**src/rtl/adc_scan_ctrl.sv**
```systemverilog
`default_nettype none
// ============================================================================
// Module      : adc_scan_ctrl
// Description : Multi-channel ADC scan sequencer. It steps an analog mux
//               through a latched channel-enable mask. After each mux change
//               it waits for the input to settle and drops a number of
//               converter samples. It then captures one result per channel
//               and hands the result off with a valid/ready handshake.
//               Passes can repeat automatically in continuous mode.
// Ports       : clk, rstn             - clock, async active-low reset
//               start, abort          - scan request / forced return to idle
//               continuous            - auto-restart after the last channel
//               ch_enable             - per-channel enable, latched on start
//               sample_rdy/digital_in - converter result stream
//               mux_sel               - analog mux select
//               result_data/result_ch - captured sample and its channel
//               result_valid/_ready   - result handshake
//               busy, scan_done       - status, end-of-pass pulse
// Revision    : 1.0 - initial release
// ============================================================================
module adc_scan_ctrl #(
    parameter int NUM_CH     = 4,
    parameter int CH_BITS    = 2,
    parameter int ADC_WIDTH  = 8,
    parameter int SETTLE_CYC = 16,
    parameter int DISCARD    = 2
) (
    input  logic                 clk,
    input  logic                 rstn,
    input  logic                 start,
    input  logic                 abort,
    input  logic                 continuous,
    input  logic [NUM_CH-1:0]    ch_enable,
    input  logic                 sample_rdy,
    input  logic [ADC_WIDTH-1:0] digital_in,
    output logic [CH_BITS-1:0]   mux_sel,
    output logic [ADC_WIDTH-1:0] result_data,
    output logic [CH_BITS-1:0]   result_ch,
    output logic                 result_valid,
    input  logic                 result_ready,
    output logic                 busy,
    output logic                 scan_done
);

    typedef enum logic [2:0] {
        ST_IDLE    = 3'd0,
        ST_SWITCH  = 3'd1,
        ST_DISCARD = 3'd2,
        ST_CAPTURE = 3'd3,
        ST_OUTPUT  = 3'd4,
        ST_NEXT    = 3'd5
    } state_t;

    localparam logic [7:0] c_SETTLE_LAST  = 8'(SETTLE_CYC - 1);
    localparam logic [2:0] c_DISCARD_LAST = (DISCARD > 0) ? 3'(DISCARD - 1) : 3'd0;
    // With no samples to drop, settling leads straight to capture.
    localparam state_t     c_POST_SETTLE  = (DISCARD > 0) ? ST_DISCARD : ST_CAPTURE;

    state_t                 r_state;
    logic [NUM_CH-1:0]      r_mask;
    logic [7:0]             r_settle_cnt;
    logic [2:0]             r_discard_cnt;
    logic [CH_BITS-1:0]     r_mux_sel;
    logic [ADC_WIDTH-1:0]   r_result_data;
    logic [CH_BITS-1:0]     r_result_ch;
    logic                   r_result_valid;
    logic                   r_busy;
    logic                   r_scan_done;

    logic [CH_BITS-1:0]     w_next_idx;
    logic                   w_next_found;

    // Lowest set bit of a channel mask. The loop runs downward, so the
    // last hit it records is the lowest index.
    function automatic logic [CH_BITS-1:0] f_lowest(input logic [NUM_CH-1:0] m);
        logic [CH_BITS-1:0] idx;
        idx = '0;
        for (int i = NUM_CH - 1; i >= 0; i--) begin
            if (m[i]) begin
                idx = CH_BITS'(i);
            end
        end
        return idx;
    endfunction

    // Nearest enabled channel strictly above the current mux selection.
    always_comb begin
        w_next_idx   = '0;
        w_next_found = 1'b0;
        for (int i = NUM_CH - 1; i >= 0; i--) begin
            if (r_mask[i] && (i > int'(r_mux_sel))) begin
                w_next_idx   = CH_BITS'(i);
                w_next_found = 1'b1;
            end
        end
    end

    always_ff @(posedge clk or negedge rstn) begin
        if (!rstn) begin
            r_state        <= ST_IDLE;
            r_mask         <= '0;
            r_settle_cnt   <= 8'd0;
            r_discard_cnt  <= 3'd0;
            r_mux_sel      <= '0;
            r_result_data  <= '0;
            r_result_ch    <= '0;
            r_result_valid <= 1'b0;
            r_busy         <= 1'b0;
            r_scan_done    <= 1'b0;
        end else begin
            r_scan_done <= 1'b0;
            if (abort) begin
                // Abort overrides start and result_ready arriving in the same cycle.
                r_state        <= ST_IDLE;
                r_settle_cnt   <= 8'd0;
                r_discard_cnt  <= 3'd0;
                r_result_valid <= 1'b0;
                r_busy         <= 1'b0;
            end else begin
                case (r_state)
                    ST_IDLE: begin
                        if (start && (|ch_enable)) begin
                            r_mask       <= ch_enable;
                            r_mux_sel    <= f_lowest(ch_enable);
                            r_settle_cnt <= 8'd0;
                            r_state      <= ST_SWITCH;
                            r_busy       <= 1'b1;
                        end
                    end
                    ST_SWITCH: begin
                        // The counter starts at zero on entry, so the state lasts exactly SETTLE_CYC cycles.
                        if (r_settle_cnt == c_SETTLE_LAST) begin
                            r_settle_cnt  <= 8'd0;
                            r_discard_cnt <= 3'd0;
                            r_state       <= c_POST_SETTLE;
                        end else begin
                            r_settle_cnt <= r_settle_cnt + 8'd1;
                        end
                    end
                    ST_DISCARD: begin
                        if (sample_rdy) begin
                            if (r_discard_cnt == c_DISCARD_LAST) begin
                                r_discard_cnt <= 3'd0;
                                r_state       <= ST_CAPTURE;
                            end else begin
                                r_discard_cnt <= r_discard_cnt + 3'd1;
                            end
                        end
                    end
                    ST_CAPTURE: begin
                        if (sample_rdy) begin
                            r_result_data  <= digital_in;
                            r_result_ch    <= r_mux_sel;
                            r_result_valid <= 1'b1;
                            r_state        <= ST_OUTPUT;
                        end
                    end
                    ST_OUTPUT: begin
                        if (result_ready) begin
                            r_result_valid <= 1'b0;
                            r_state        <= ST_NEXT;
                        end
                    end
                    ST_NEXT: begin
                        r_settle_cnt <= 8'd0;
                        if (w_next_found) begin
                            r_mux_sel <= w_next_idx;
                            r_state   <= ST_SWITCH;
                        end else begin
                            r_scan_done <= 1'b1;
                            if (continuous) begin
                                // A single-channel mask re-enters SWITCH too, forcing a fresh settle.
                                r_mux_sel <= f_lowest(r_mask);
                                r_state   <= ST_SWITCH;
                            end else begin
                                r_state <= ST_IDLE;
                                r_busy  <= 1'b0;
                            end
                        end
                    end
                    default: begin
                        r_state <= ST_IDLE;
                        r_busy  <= 1'b0;
                    end
                endcase
            end
        end
    end

    assign mux_sel      = r_mux_sel;
    assign result_data  = r_result_data;
    assign result_ch    = r_result_ch;
    assign result_valid = r_result_valid;
    assign busy         = r_busy;
    assign scan_done    = r_scan_done;

endmodule
`default_nettype wire
```
**config.mk**
```make
export PLATFORM = sky130hd
export DESIGN_NAME = adc_scan_ctrl
export DESIGN_NICKNAME = d
export VERILOG_FILES = /design/src/rtl/adc_scan_ctrl.sv
export SDC_FILE = /design/constraint.sdc
export NUM_CORES = 1
export LEC_CHECK = 0
export ABC_AREA = 1
export BUFFER_PORTS_ARGS = -buffer_cell sky130_fd_sc_hd__clkbuf_2
export CORE_UTILIZATION = 55
export DETAILED_ROUTE_END_ITERATION = 6
export PLACE_DENSITY = 0.82
export REMOVE_ABC_BUFFERS = 1
export SLEW_MARGIN = 40
export SYNTH_ARGS = -nofsm -noshare
export SYNTH_HDL_FRONTEND = slang
export SYNTH_SLANG_ARGS = --single-unit
```
**constraint.sdc**
```tcl
create_clock -name clk -period 1.8 [get_ports clk]
set_input_delay 0 -clock clk [delete_from_list [all_inputs] [get_ports clk]]
set_output_delay 0 -clock clk [all_outputs]
set_load 0.03 [all_outputs]
```
==> results of run 1 <==
## logic make-up (layout without fill, tap and decap cells)
group / Yosys count / after routing / share of synthesized area (%)
and+or+nand+nor: 124 / 124 / 29.58
buffers and inverters: 29 / 82 / 6.520
DFF: 33 / 33 / 45.30
xor gates and xnor gates: 2 / 2 / 0.9611
adders and majority gates: 1 / 1 / 0.6862
AOI/OAI and AO/OA: 31 / 31 / 9.952
muxes: 9 / 9 / 7.001
## cell usage in the layout (no fill, tap or decap), types with 2 or more instances in the layout
master / count
sky130_fd_sc_hd__o21bai_1: 4
sky130_fd_sc_hd__inv_1: 23
sky130_fd_sc_hd__nand4_1: 5
sky130_fd_sc_hd__o21ai_0: 3
sky130_fd_sc_hd__xor2_1: 2
sky130_fd_sc_hd__nand3_1: 15
sky130_fd_sc_hd__nor2_1: 19
sky130_fd_sc_hd__inv_2: 2
sky130_fd_sc_hd__nand2_1: 71
sky130_fd_sc_hd__o21ai_1: 16
sky130_fd_sc_hd__a21oi_1: 3
sky130_fd_sc_hd__clkbuf_2: 33
sky130_fd_sc_hd__clkbuf_4: 5
sky130_fd_sc_hd__mux2_4: 7
sky130_fd_sc_hd__nand3_2: 2
sky130_fd_sc_hd__dfrtp_1: 33
sky130_fd_sc_hd__nor2_2: 6
sky130_fd_sc_hd__nand2_2: 4
sky130_fd_sc_hd__dlygate4sd3_1: 14
sky130_fd_sc_hd__mux2_1: 2
## state kept, by name, indices dropped and copies added (netlist names)
register / flops
scan_done: 1
mux_sel: 2
r_state: 3
result_data: 8
result_ch: 2
r_mask: 4
busy: 1
r_settle_cnt: 8
result_valid: 1
r_discard_cnt: 3
## stage by stage
step,utilization (%),setup slack [ns]
after floorplan,-,0.4501
after global placement,65.40,0.2548
after detailed placement,66.29,0.2651
after CTS,72.58,0.2339
after global routing,72.58,0.05814
final,72.58,0.2314
## worst paths after layout
kind                       startpoint              end  slack (ns)  cells past startpoint
min reg2reg                      busy             busy        0.48                      2
min                             abort        scan_done        0.01                      4
max                        r_state[1]       mux_sel[0]        0.23                      7
max in group asynchronous        rstn   result_data[4]        1.25                      3
min in group asynchronous        rstn  r_settle_cnt[3]        0.11                      2
max reg2reg                r_state[1]       mux_sel[0]        0.23                      7
## layer usage
metal  vias up  global-route usage (%)  part of all wire [%]  wire length (µm)
li1        846                       -                     -                 -
met1       752                   31.73                    44              1740
met2        48                   38.84                    50              1966
met3         8                   6.987                   4.6               182
met4         0                   8.638                   1.5                60
met5         -                       0                     0                 0
## worst max-delay path: cells and delay by family, from the launching register on
family           cells  cell delay, ns
and+or+nand+nor      7            1.06
DFF                  1            0.44
## power groups by stage
stage	clock network, W	registers [W]	logic [W]
6_report	0.000421	0.00119	0.00135
5_1_grt	0.000463	0.00121	0.00149
4_1_cts	0.000434	0.00118	0.00135
3_5_place_dp	0	0.00119	0.00133
3_3_place_gp	0	0.00118	0.00128
2_1_floorplan	0	0.00143	0.000704
## repair_timing
item,4_1_cts,5_1_grt
hold buffers,14,0
endpoints found under the hold margin,46,0
buffers inserted,0,0
## layout make-up
type | instances | area share [%]
clock buffers | 7 | 2.444
inverters | 26 | 4.333
multi-input cells | 167 | 39.00
flip-flops and latches | 33 | 36.67
well taps | 44 | 2.444
repair buffers | 49 | 15.11
==> reports/qor_table.md, run 1 <==
| Group | Result | This run |
|:---|:---|:---|
| outcome | Outcome | finished, final reports clean |
| finish | Layout cell share with drive strength beyond 1 | 22.34% |
| worst setup path | Worst endpoint required time | 2.08 ns |
| sta | Slew at the pin closest to its max-slew limit | 0.4196 ns |
| cts | Number of sinks driven by the clock tree | 33 |
| cts | CTS tree | done |
| finish | Area growth, synth to finish | 23.54% |
| die | Die area | 3549 µm² |
| synthesis | Most used standard cells in the synthesized netlist | sky130_fd_sc_hd__nand2_1 (71), sky130_fd_sc_hd__dfrtp_1 (33), sky130_fd_sc_hd__inv_1 (23) |
| grt | Wire length of the first global-routing pass | 6382 µm |
| worst setup path | Most frequent cell on the critical path | sky130_fd_sc_hd__nand2_1 |
| sta | RSZ-0062 raised after global routing | no |
| synthesis | Most frequently used cell type in the post-synthesis netlist | sky130_fd_sc_hd__nand2_1 |
| power and ir drop | Areal power density over the cells | 1312 nW/µm² |
| synthesis | Area share of the leading cell type in the synthesized netlist | 45.30% |
| sta | Final count of negative-setup-slack endpoints | 0 |
| die | Row count | 20 |
| die | Chip Height | 59.57 µm |
| power and ir drop | Clock power frac | 14.2% |
| worst setup path | Startpoint kind of the worst setup timing path | flip-flop |
| drt | Final routed DRC violation total | 0 |
| power and ir drop | Switching power | 0.001322 W |
| finish | Final antenna diode count | 0 |
| cts | Maximum buffer depth of the clock tree | 2 |
| cts | CTS buffer count | 5 |
| synthesis | Number of enable-type register cells in the synthesized netlist | 0 |
| sta | Count of final hold-check violations | 0 |
| finish | Final-layout fill cell count | 261 |
| synthesis | Main area contributors after synthesis | sky130_fd_sc_hd__dfrtp_1 (45%), sky130_fd_sc_hd__nand2_1 (15%), sky130_fd_sc_hd__mux2_4 (5.8%), sky130_fd_sc_hd__inv_1 (4.7%), sky130_fd_sc_hd__o21ai_1 (4.4%) |
| synthesis | Post-Syn Instances | 229 |
| drt | Count of antenna-violating nets left after detailed routing | 0 |
| power and ir drop | Switching share of total power | 44.73% |
| die | Number of top-level pins | 34 |
| power and ir drop | Proportion of power drawn by combinational gates | 45.6% |
| place | Detail Placement HPWL | 2838 µm |
| synthesis | Post-synthesis area per instance | 7.961 µm² |
| drt | Via-per-instance ratio | 5.074 |
| place | Area after detailed placement | 2057 µm² |
| grt | Aggregate global routing overflow | 0 |
| place | GP Congestion | 0.8688 |
| finish | Register area | 825.8 µm² |
| sta | Max_slew headroom | 71.95% |
| drt | Wire length reported by the detailed router | 3950 µm |
| sta | Portion of the clock cycle consumed by the worst path in the final layout | 87.14% |
| grt | Number of global-route vias before repair | 1496 |
| place | Port bufs | 33 |
| power and ir drop | Overall power after layout | 0.002954 W |
| die | Core area | 3103 µm² |
| sta | Min Clock Period, post-route | 1.569 ns |
| place | Number of placed instances, taps included | 305 |
| worst setup path | Largest driver fanout on the critical path | 12 |
| synthesis | Unique cell type count in the Yosys netlist | 28 |
| synthesis | Total number of yosys warnings | 0 |
| synthesis | Number of flip-flops and latches in the synthesized netlist | 33 |
| sta | Hold Worst Slack | 0.01391 ns |
| finish | Final standard cell area without fillers | 2252 µm² |
| die | Starting Density | 58.75% |
| power and ir drop | Internal | 0.001633 W |
| drt | Average detailed-routed wire length per instance | 12.12 µm |
| cts | CTS H-Tree Depth | 2 |
| synthesis | Sequential cell area fraction in the yosys report | 45.30% |
| synthesis | Async set-reset flop share out of synthesis | 100.0% |
| die | Horizontal die dimension | 59.57 µm |
| synthesis | Post-synthesis cell type with the largest combined area | sky130_fd_sc_hd__dfrtp_1 |
| worst setup path | Data arrival, critical path | 1.85 ns |
| cts | Clock edge transition at the registers on the reported setup and hold paths | 0.09 ns |
| grt | Pin count of the biggest net entering global routing | 22 |
| worst setup path | Crit-path slowest cell | sky130_fd_sc_hd__dfrtp_1 |
| cts | Buffer type at the clock tree root | sky130_fd_sc_hd__clkbuf_4 |
| sta | Maximum clock frequency | 637.5 MHz |
| grt | Initial antenna violation count | 0 |
| worst setup path | Category of the most critical setup path | reg -> reg |
| power and ir drop | Worst IR Drop VDD | 875.7 µV |
| finish | Number of nets at the end of the flow | 302 |
| min path | Worst hold path class | in -> reg |
| cts | Number of gates resized after CTS | 0 |
| drt | TritonRoute pass-1 iters | 4 |
| synthesis | Area of the mapped netlist | 1823 µm² |
| power and ir drop | Standby leakage power | 1.211 nW |
| synthesis | Most frequently used flop master after synthesis | sky130_fd_sc_hd__dfrtp_1 |
| sta | Clock Skews | 0.007813 ns |
| cts | Clock insertion delay at the later pin of the skew report | 0.34 ns |
| sta | Total count of max-transition violations in the final report | 0 |
| drt | Via total after detailed routing | 1654 |
| worst setup path | Cell-by-cell listing of the critical path | nor2_1 -> nand2_1 -> nor2_1 -> nand3_1 -> nand2_1 -> nand2_1 -> nand2_1 |
| drt | Count of routing violations after the opening detailed-route iteration | 92 |
| finish | Multi-input gate area | 878.3 µm² |
| flow run | Number of max-cap violations | 0 |
| worst setup path | Crit path largest cell delay | 0.44 ns |
| sta | Post-route setup TNS | 0 ns |
| power and ir drop | Sequential share of power | 40.2% |
| grt | Aggregate global-route resource usage | 24.36% |
| finish | Number of cells in the finished layout apart from fillers | 326 |
| worst setup path | Critical Path End Type | flip-flop |
Note: power is estimated with default switching activity, not from simulation.
==> run 2: changes to the inputs <==
CELL_PAD_IN_SITES_DETAIL_PLACEMENT = 0   (was default)
CELL_PAD_IN_SITES_GLOBAL_PLACEMENT = 2   (was default)
CORE_UTILIZATION = 32   (was 55)
REMOVE_ABC_BUFFERS = default   (was 1)
==> reports/qor_table.md, run 2 (synthesized netlist as in run 1, its figures left out) <==
| Group | Result | This run | Change |
|:---|:---|:---|:---|
| die | Die area | 6002 µm² | was 3549 µm² |
| power and ir drop | Switching share of total power | 42.36% | was 44.73% |
| power and ir drop | Areal power density over the cells | 1392 nW/µm² | was 1312 nW/µm² |
| sta | Portion of the clock cycle consumed by the worst path in the final layout | 84.88% | was 87.14% |
| sta | Max_slew headroom | 71.53% | was 71.95% |
| flow run | Number of max-cap violations | 0 | unchanged |
| place | Pre-CTS setup slack | 0.2442 ns | was 0.2651 ns |
| die | Number of top-level pins | 34 | unchanged |
| power and ir drop | Standby leakage power | 1.228 nW | was 1.211 nW |
| drt | Count of antenna-violating nets left after detailed routing | 0 | unchanged |
| drt | Count of routing violations after the opening detailed-route iteration | 81 | was 92 |
| finish | Commonest cells after routing, fill and taps aside | sky130_fd_sc_hd__nand2_1 (71), sky130_fd_sc_hd__dfrtp_1 (33), sky130_fd_sc_hd__clkbuf_2 (33) | unchanged |
| grt | Pin count of the biggest net entering global routing | 34 | was 22 |
| power and ir drop | Sequential share of power | 35.9% | was 40.2% |
| worst setup path | Largest driver fanout on the critical path | 12 | unchanged |
| power and ir drop | Proportion of power drawn by combinational gates | 42.1% | was 45.6% |
| grt | Aggregate global routing overflow | 0 | unchanged |
| die | Starting Density | 33.11% | was 58.75% |
| cts | Buffer type at the clock tree root | sky130_fd_sc_hd__clkbuf_8 | was sky130_fd_sc_hd__clkbuf_4 |
| sta | RSZ-0062 raised after global routing | no | unchanged |
| die | Row count | 27 | was 20 |
| cts | CTS H-Tree Depth | 2 | unchanged |
| die | Core area | 5507 µm² | was 3103 µm² |
| drt | DR WL met2 | 1804 µm | was 1966 µm |
| min path | Worst hold path class | in -> reg | unchanged |
| drt | Final routed DRC violation total | 0 | unchanged |
| worst setup path | Buffers plus inverters on the worst setup path | 0 | unchanged |
| drt | Average detailed-routed wire length per instance | 11.55 µm | was 12.12 µm |
| die | Horizontal die dimension | 77.48 µm | was 59.57 µm |
| worst setup path | Critical Path End Type | flip-flop | unchanged |
| die | Chip Height | 77.48 µm | was 59.57 µm |
| cts | Maximum buffer depth of the clock tree | 2 | unchanged |
| cts | Clock insertion delay at the later pin of the skew report | 0.29 ns | was 0.34 ns |
| cts | CTS tree | done | unchanged |
| cts | Number of sinks driven by the clock tree | 33 | unchanged |
| drt | Routed met1 length | 2065 µm | was 1740 µm |
| place | GP Congestion | 0.8039 | was 0.8688 |
| place | Port bufs | 33 | unchanged |
| synthesis | Synthesized net count | 249 |  |
| sta | Slew at the pin closest to its max-slew limit | 0.4270 ns | was 0.4196 ns |
| grt | Initial antenna violation count | 0 | unchanged |
| sta | Min Clock Period, post-route | 1.528 ns | was 1.569 ns |
| outcome | Outcome | finished, final reports clean | unchanged |
| worst setup path | Crit path largest cell delay | 0.46 ns | was 0.44 ns |
| finish | Final antenna diode count | 0 | unchanged |
| power and ir drop | Internal | 0.001869 W | was 0.001633 W |
| place | Detail Placement HPWL | 2972 µm | was 2838 µm |
| power and ir drop | Worst IR Drop VDD | 669.7 µV | was 875.7 µV |
| sta | Clock Skews | 0.002831 ns | was 0.007813 ns |
| sta | Final count of negative-setup-slack endpoints | 0 | unchanged |
| worst setup path | Cell-by-cell listing of the critical path | nor2_2 -> nand3_2 -> mux2_1 | was nor2_1 -> nand2_1 -> nor2_1 -> nand3_1 -> nand2_1 -> nand2_1 -> nand2_1 |
| finish | Layout cell share with drive strength beyond 1 | 23.67% | was 22.34% |
| drt | Via-per-instance ratio | 4.558 | was 5.074 |
| finish | Area growth, synth to finish | 27.80% | was 23.54% |
| finish | Number of nets at the end of the flow | 302 | unchanged |
| sta | Count of final hold-check violations | 0 | unchanged |
| drt | Wire length reported by the detailed router | 4099 µm | was 3950 µm |
| sta | Post-route setup TNS | 0 ns | unchanged |
| power and ir drop | Clock power frac | 22.0% | was 14.2% |
| drt | Via total after detailed routing | 1618 | was 1654 |
| worst setup path | Category of the most critical setup path | reg -> reg | unchanged |
| power and ir drop | Switching power | 0.001374 W | was 0.001322 W |
| worst setup path | Crit-path slowest cell | sky130_fd_sc_hd__dfrtp_1 | unchanged |
| drt | Top Layer Used | met4 | unchanged |
| grt | Aggregate global-route resource usage | 15.42% | was 24.36% |
| finish | Commonest non-fill, non-tap cell in the layout | sky130_fd_sc_hd__nand2_1 | unchanged |
| sta | Maximum clock frequency | 654.5 MHz | was 637.5 MHz |
| cts | Clock edge transition at the registers on the reported setup and hold paths | 0.07 ns | was 0.09 ns |
| worst setup path | Crit-path leading delay family | simple AND/OR/NAND/NOR gates | unchanged |
| cts | CTS buffer count | 5 | unchanged |
| sta | Final worst-path setup slack | 0.2721 ns | was 0.2314 ns |
| drt | TritonRoute pass-1 iters | 4 | unchanged |
| sta | Total count of max-transition violations in the final report | 0 | unchanged |
| drt | Routed wire length on met3 | 152 µm | was 182 µm |
| grt | Number of global-route vias before repair | 1662 | was 1496 |
| worst setup path | Startpoint kind of the worst setup timing path | flip-flop | unchanged |
| grt | Wire length of the first global-routing pass | 7286 µm | was 6382 µm |
| worst setup path | Data arrival, critical path | 1.70 ns | was 1.85 ns |
| worst setup path | Worst endpoint required time | 1.98 ns | was 2.08 ns |
==> run 2: area by class of cell <==
type,count,area [µm²]
well taps,72,90.09
multi-input cells,167,883.3
inverters,26,97.59
fillers,571,3177
clock buffers,5,68.82
flip-flops and latches,33,825.8
clock inverters,3,46.29
repair buffers,49,317.8
==> run 2: per-layer routing <==
layer | vias up | track usage [%]
met5 | - | 0
met4 | 0 | 7.170
met3 | 8 | 3.647
met2 | 36 | 23.54
met1 | 727 | 20.50
li1 | 847 | -
==> run 2: tightest hold or removal path: stages <==
cell	delay, ns
sky130_fd_sc_hd__clkbuf_2	0.08
sky130_fd_sc_hd__inv_1	0.10
sky130_fd_sc_hd__o21ai_1	0.09
==> run 2: final timing paths <==
path                       cells after the start              end  slack, ns          from
setup / recovery                               3     result_ch[0]       0.27    r_state[2]
hold / removal                                 3        r_mask[0]       0.02  ch_enable[0]
setup reg to reg                               3     result_ch[0]       0.27    r_state[2]
hold reg to reg                                2             busy       0.48          busy
max in group asynchronous                      3  r_settle_cnt[2]       1.23          rstn
min in group asynchronous                      3   result_data[5]       0.26          rstn
==> run 2: repair_timing <==
action | 4_1_cts | 5_1_grt
hold buffers | 13 | 0
resized for setup | 0 | 1
setup buffers | 0 | 0
endpoints found under the setup margin | 0 | 1
endpoints found under the hold margin | 45 | 0
==> run 2: metrics by stage <==
| stage | hold slack (ns) | std cells | power [W] | utilization, % | area, µm² |
|---|---|---|---|---|---|
| after detailed placement | 0.06303 | 334 | 0.002529 | 37.76 | 2079 |
| final | 0.02363 | 355 | 0.003243 | 42.31 | 2330 |
| after floorplan | -0.2956 | 229 | 0.002147 | - | 1823 |
| after CTS | 0.005121 | 355 | 0.003282 | 42.22 | 2325 |
| after global routing | 0.03445 | 355 | 0.003514 | 42.31 | 2330 |
| after global placement | 0.06270 | 334 | 0.002536 | 37.76 | 2079 |
==> run 2: power groups by stage <==
| stage | clock [W] | combinational [W] | sequential, W |
|---|---|---|---|
| final | 0.000715 | 0.00137 | 0.00116 |
| after global routing | 0.000774 | 0.00154 | 0.00120 |
| after CTS | 0.000739 | 0.00138 | 0.00116 |
| after detailed placement | 0 | 0.00135 | 0.00118 |
| after global placement | 0 | 0.00136 | 0.00118 |
| after floorplan | 0 | 0.000714 | 0.00143 |
==> run 3: changes to the inputs <==
CORE_UTILIZATION = 28   (was 32)
PLACE_DENSITY = 0.77   (was 0.82)
clock period = 1.32 ns   (was 1.8 ns; I/O delays follow)
==> reports/qor_table.md, run 3 (synthesized netlist as in run 1, its figures left out) <==
| Group | Result | This run | Change |
|:---|:---|:---|:---|
| outcome | Outcome | finished, violations left | was finished, final reports clean |
| outcome | Failing checks | negative setup slack |  |
| drt | Count of antenna-violating nets left after detailed routing | 0 | unchanged |
| grt | Pin count of the biggest net entering global routing | 34 | unchanged |
| drt | Count of routing violations after the opening detailed-route iteration | 50 | was 81 |
| sta | Portion of the clock cycle consumed by the worst path in the final layout | 104.2% | was 84.88% |
| finish | Commonest non-fill, non-tap cell in the layout | sky130_fd_sc_hd__nand2_1 | unchanged |
| sta | Clock Skews | 0.006845 ns | was 0.002831 ns |
| sta | Total count of max-transition violations in the final report | 0 | unchanged |
| die | Row count | 29 | was 27 |
| die | Core area | 6314 µm² | was 5507 µm² |
| finish | Number of cells in the finished layout apart from fillers | 395 | was 355 |
| finish | Register area | 832.0 µm² | was 825.8 µm² |
| finish | Multi-input gate area | 1086 µm² | was 883.3 µm² |
| die | Number of top-level pins | 34 | unchanged |
| drt | TritonRoute pass-1 iters | 4 | unchanged |
| power and ir drop | Proportion of power drawn by combinational gates | 52.8% | was 42.1% |
| worst setup path | Category of the most critical setup path | reg -> reg | unchanged |
| min path | Beginning of the worst hold path | ch_enable[0] | unchanged |
| power and ir drop | Switching share of total power | 43.93% | was 42.36% |
| grt | Aggregate global routing overflow | 0 | unchanged |
| drt | Via total after detailed routing | 1819 | was 1618 |
| worst setup path | Largest driver fanout on the critical path | 2 | was 12 |
| worst setup path | Data arrival, critical path | 1.55 ns | was 1.70 ns |
| grt | Wire length of the first global-routing pass | 8004 µm | was 7286 µm |
| power and ir drop | Standby leakage power | 1.455 nW | was 1.228 nW |
| cts | Number of sinks driven by the clock tree | 33 | unchanged |
| grt | Aggregate global-route resource usage | 15.54% | was 15.42% |
| finish | Area growth, synth to finish | 54.43% | was 27.80% |
| cts | Maximum buffer depth of the clock tree | 2 | unchanged |
| power and ir drop | Sequential share of power | 32.2% | was 35.9% |
| worst setup path | Reg-to-Reg Start | r_settle_cnt[0] | was r_state[2] |
| drt | Via-per-instance ratio | 4.605 | was 4.558 |
| finish | Commonest cells after routing, fill and taps aside | sky130_fd_sc_hd__nand2_1 (55), sky130_fd_sc_hd__buf_4 (34), sky130_fd_sc_hd__clkbuf_2 (33) | was sky130_fd_sc_hd__nand2_1 (71), sky130_fd_sc_hd__dfrtp_1 (33), sky130_fd_sc_hd__clkbuf_2 (33) |
| sta | Final worst-path setup slack | -0.05538 ns | was 0.2721 ns |
| sta | Count of final hold-check violations | 0 | unchanged |
| power and ir drop | Clock power frac | 15.0% | was 22.0% |
| grt | Initial antenna violation count | 0 | unchanged |
| die | Horizontal die dimension | 82.69 µm | was 77.48 µm |
| power and ir drop | Areal power density over the cells | 1834 nW/µm² | was 1392 nW/µm² |
| place | Detail Placement HPWL | 3306 µm | was 2972 µm |
| cts | CTS H-Tree Depth | 2 | unchanged |
| power and ir drop | Switching power | 0.002268 W | was 0.001374 W |
| cts | Buffer type at the clock tree root | sky130_fd_sc_hd__clkbuf_8 | unchanged |
| cts | CTS tree | done | unchanged |
| sta | Slew at the pin closest to its max-slew limit | 0.4585 ns | was 0.4270 ns |
| place | GP Congestion | 0.7540 | was 0.8039 |
| worst setup path | Critical Path End Type | flip-flop | unchanged |
| finish | Final antenna diode count | 0 | unchanged |
| grt | Number of global-route vias before repair | 1721 | was 1662 |
| die | Starting Density | 28.87% | was 33.11% |
| power and ir drop | Internal | 0.002895 W | was 0.001869 W |
| sta | Max_slew headroom | 69.43% | was 71.53% |
| sta | Min Clock Period, post-route | 1.375 ns | was 1.528 ns |
| cts | CTS buffer count | 5 | unchanged |
| drt | Final routed DRC violation total | 0 | unchanged |
| worst setup path | Reg2Reg Capture Point | r_settle_cnt[3] | was result_ch[0] |
| synthesis | Synthesized net count | 249 | unchanged |
| place | Number of placed instances, taps included | 362 | was 334 |
| worst setup path | Worst endpoint required time | 1.50 ns | was 1.98 ns |
| place | Area after detailed placement | 2271 µm² | was 2079 µm² |
| min path | Hold Path Cell Cnt | 3 | unchanged |
| flow run | Number of max-cap violations | 0 | unchanged |
| drt | Wire length reported by the detailed router | 5005 µm | was 4099 µm |
| die | Chip Height | 82.69 µm | was 77.48 µm |
| cts | Clock edge transition at the registers on the reported setup and hold paths | 0.08 ns | was 0.07 ns |
| finish | Layout cell share with drive strength beyond 1 | 46.23% | was 23.67% |
| place | Pre-CTS setup slack | -0.07287 ns | was 0.2442 ns |
| power and ir drop | Worst IR Drop VDD | 1192 µV | was 669.7 µV |
| worst setup path | Startpoint kind of the worst setup timing path | flip-flop | unchanged |
| finish | Final-layout fill cell count | 640 | was 571 |
| min path | Worst hold path class | in -> reg | unchanged |
| worst setup path | Setup slack of the worst register-to-register path | -0.06 ns | was 0.27 ns |
| sta | Maximum clock frequency | 727.1 MHz | was 654.5 MHz |
| sta | RSZ-0062 raised after global routing | yes | was no |
| worst setup path | Depth of the worst register-to-register path | 8 | was 3 |
| min path | Endpoint of the worst hold path | r_mask[0] | unchanged |
| worst setup path | Critical path launch point | r_settle_cnt[0] | was r_state[2] |
| cts | Clock insertion delay at the later pin of the skew report | 0.29 ns | about the same |
| sta | Final count of negative-setup-slack endpoints | 24 | was 0 |
| finish | Final standard cell area without fillers | 2815 µm² | was 2330 µm² |
| place | Port bufs | 33 | unchanged |
| drt | Average detailed-routed wire length per instance | 12.67 µm | was 11.55 µm |
| die | Die area | 6838 µm² | was 6002 µm² |
| finish | Number of nets at the end of the flow | 337 | was 302 |
run 3: worst max-delay path, cell delays in order, from the launching register on:
cell                      delay, ns
sky130_fd_sc_hd__dfrtp_1       0.38
sky130_fd_sc_hd__ha_2          0.20
sky130_fd_sc_hd__nand2_2       0.07
sky130_fd_sc_hd__nor2_2        0.10
sky130_fd_sc_hd__nand3_2       0.11
sky130_fd_sc_hd__buf_4         0.15
sky130_fd_sc_hd__buf_4         0.13
sky130_fd_sc_hd__nand4_1       0.07
sky130_fd_sc_hd__o21ai_1       0.06
run 3: worst max path at each step:
stage	endpoint	slack, ns
floorplan	r_state[0]	0.01
global placement	r_settle_cnt[2]	-0.08
detailed placement	r_settle_cnt[2]	-0.07
CTS	result_data[3]	-0.02
global route	r_state[0]	-0.14
finish	r_settle_cnt[3]	-0.06
run 3: timing repair:
action	in CTS	in global routing
hold endpoints to repair	44	0
hold buffers	12	0
gates resized for setup	25	45
setup buffers	5	8
pin swaps	13	22
setup endpoints to repair	24	32
run 3: power by group through the flow:
stage | clock (W) | sequential (W) | combinational [W]
floorplan | 0 | 0.00195 | 0.000973
global placement | 0 | 0.00159 | 0.00219
detailed placement | 0 | 0.00159 | 0.00218
CTS | 0.000799 | 0.00160 | 0.00243
global route | 0.000833 | 0.00171 | 0.00300
finish | 0.000775 | 0.00166 | 0.00273
run 3: stage by stage:
| step | power, W | utilization (%) | setup TNS (ns) | hold slack [ns] |
|---|---|---|---|---|
| 2_1_floorplan | 0.002928 | - | 0 | -0.2956 |
| 3_3_place_gp | 0.003781 | 35.97 | -0.7524 | 0.05663 |
| 3_5_place_dp | 0.003776 | 35.97 | -0.5808 | 0.06661 |
| 4_1_cts | 0.004832 | 41.18 | -0.09741 | 0.002000 |
| 5_1_grt | 0.005536 | 44.59 | -2.576 | 0.03109 |
| 6_report | 0.005163 | 44.59 | -0.6211 | 0.004938 |
run 3: layout make-up:
cell class                      instances  area share [%]
Inverter                               26           3.867
Sequential cell                        33           29.56
Multi-Input combinational cell        167           38.58
Clock inverter                          3          0.6222
Clock buffer                            5           2.444
Timing Repair Buffer                   84           21.51
Tap cell                               77           3.422
run 3: metal layers:
| metal | up-vias | wire, µm | part of all wire (%) | track usage (%) |
|---|---|---|---|---|
| li1 | 916 | - | - | - |
| met1 | 853 | 2371 | 47 | 20.03 |
| met2 | 42 | 2351 | 47 | 25.98 |
| met3 | 8 | 167 | 3.3 | 3.077 |
| met4 | 0 | 115 | 2.3 | 4.828 |
| met5 | - | 0 | 0 | 0 |
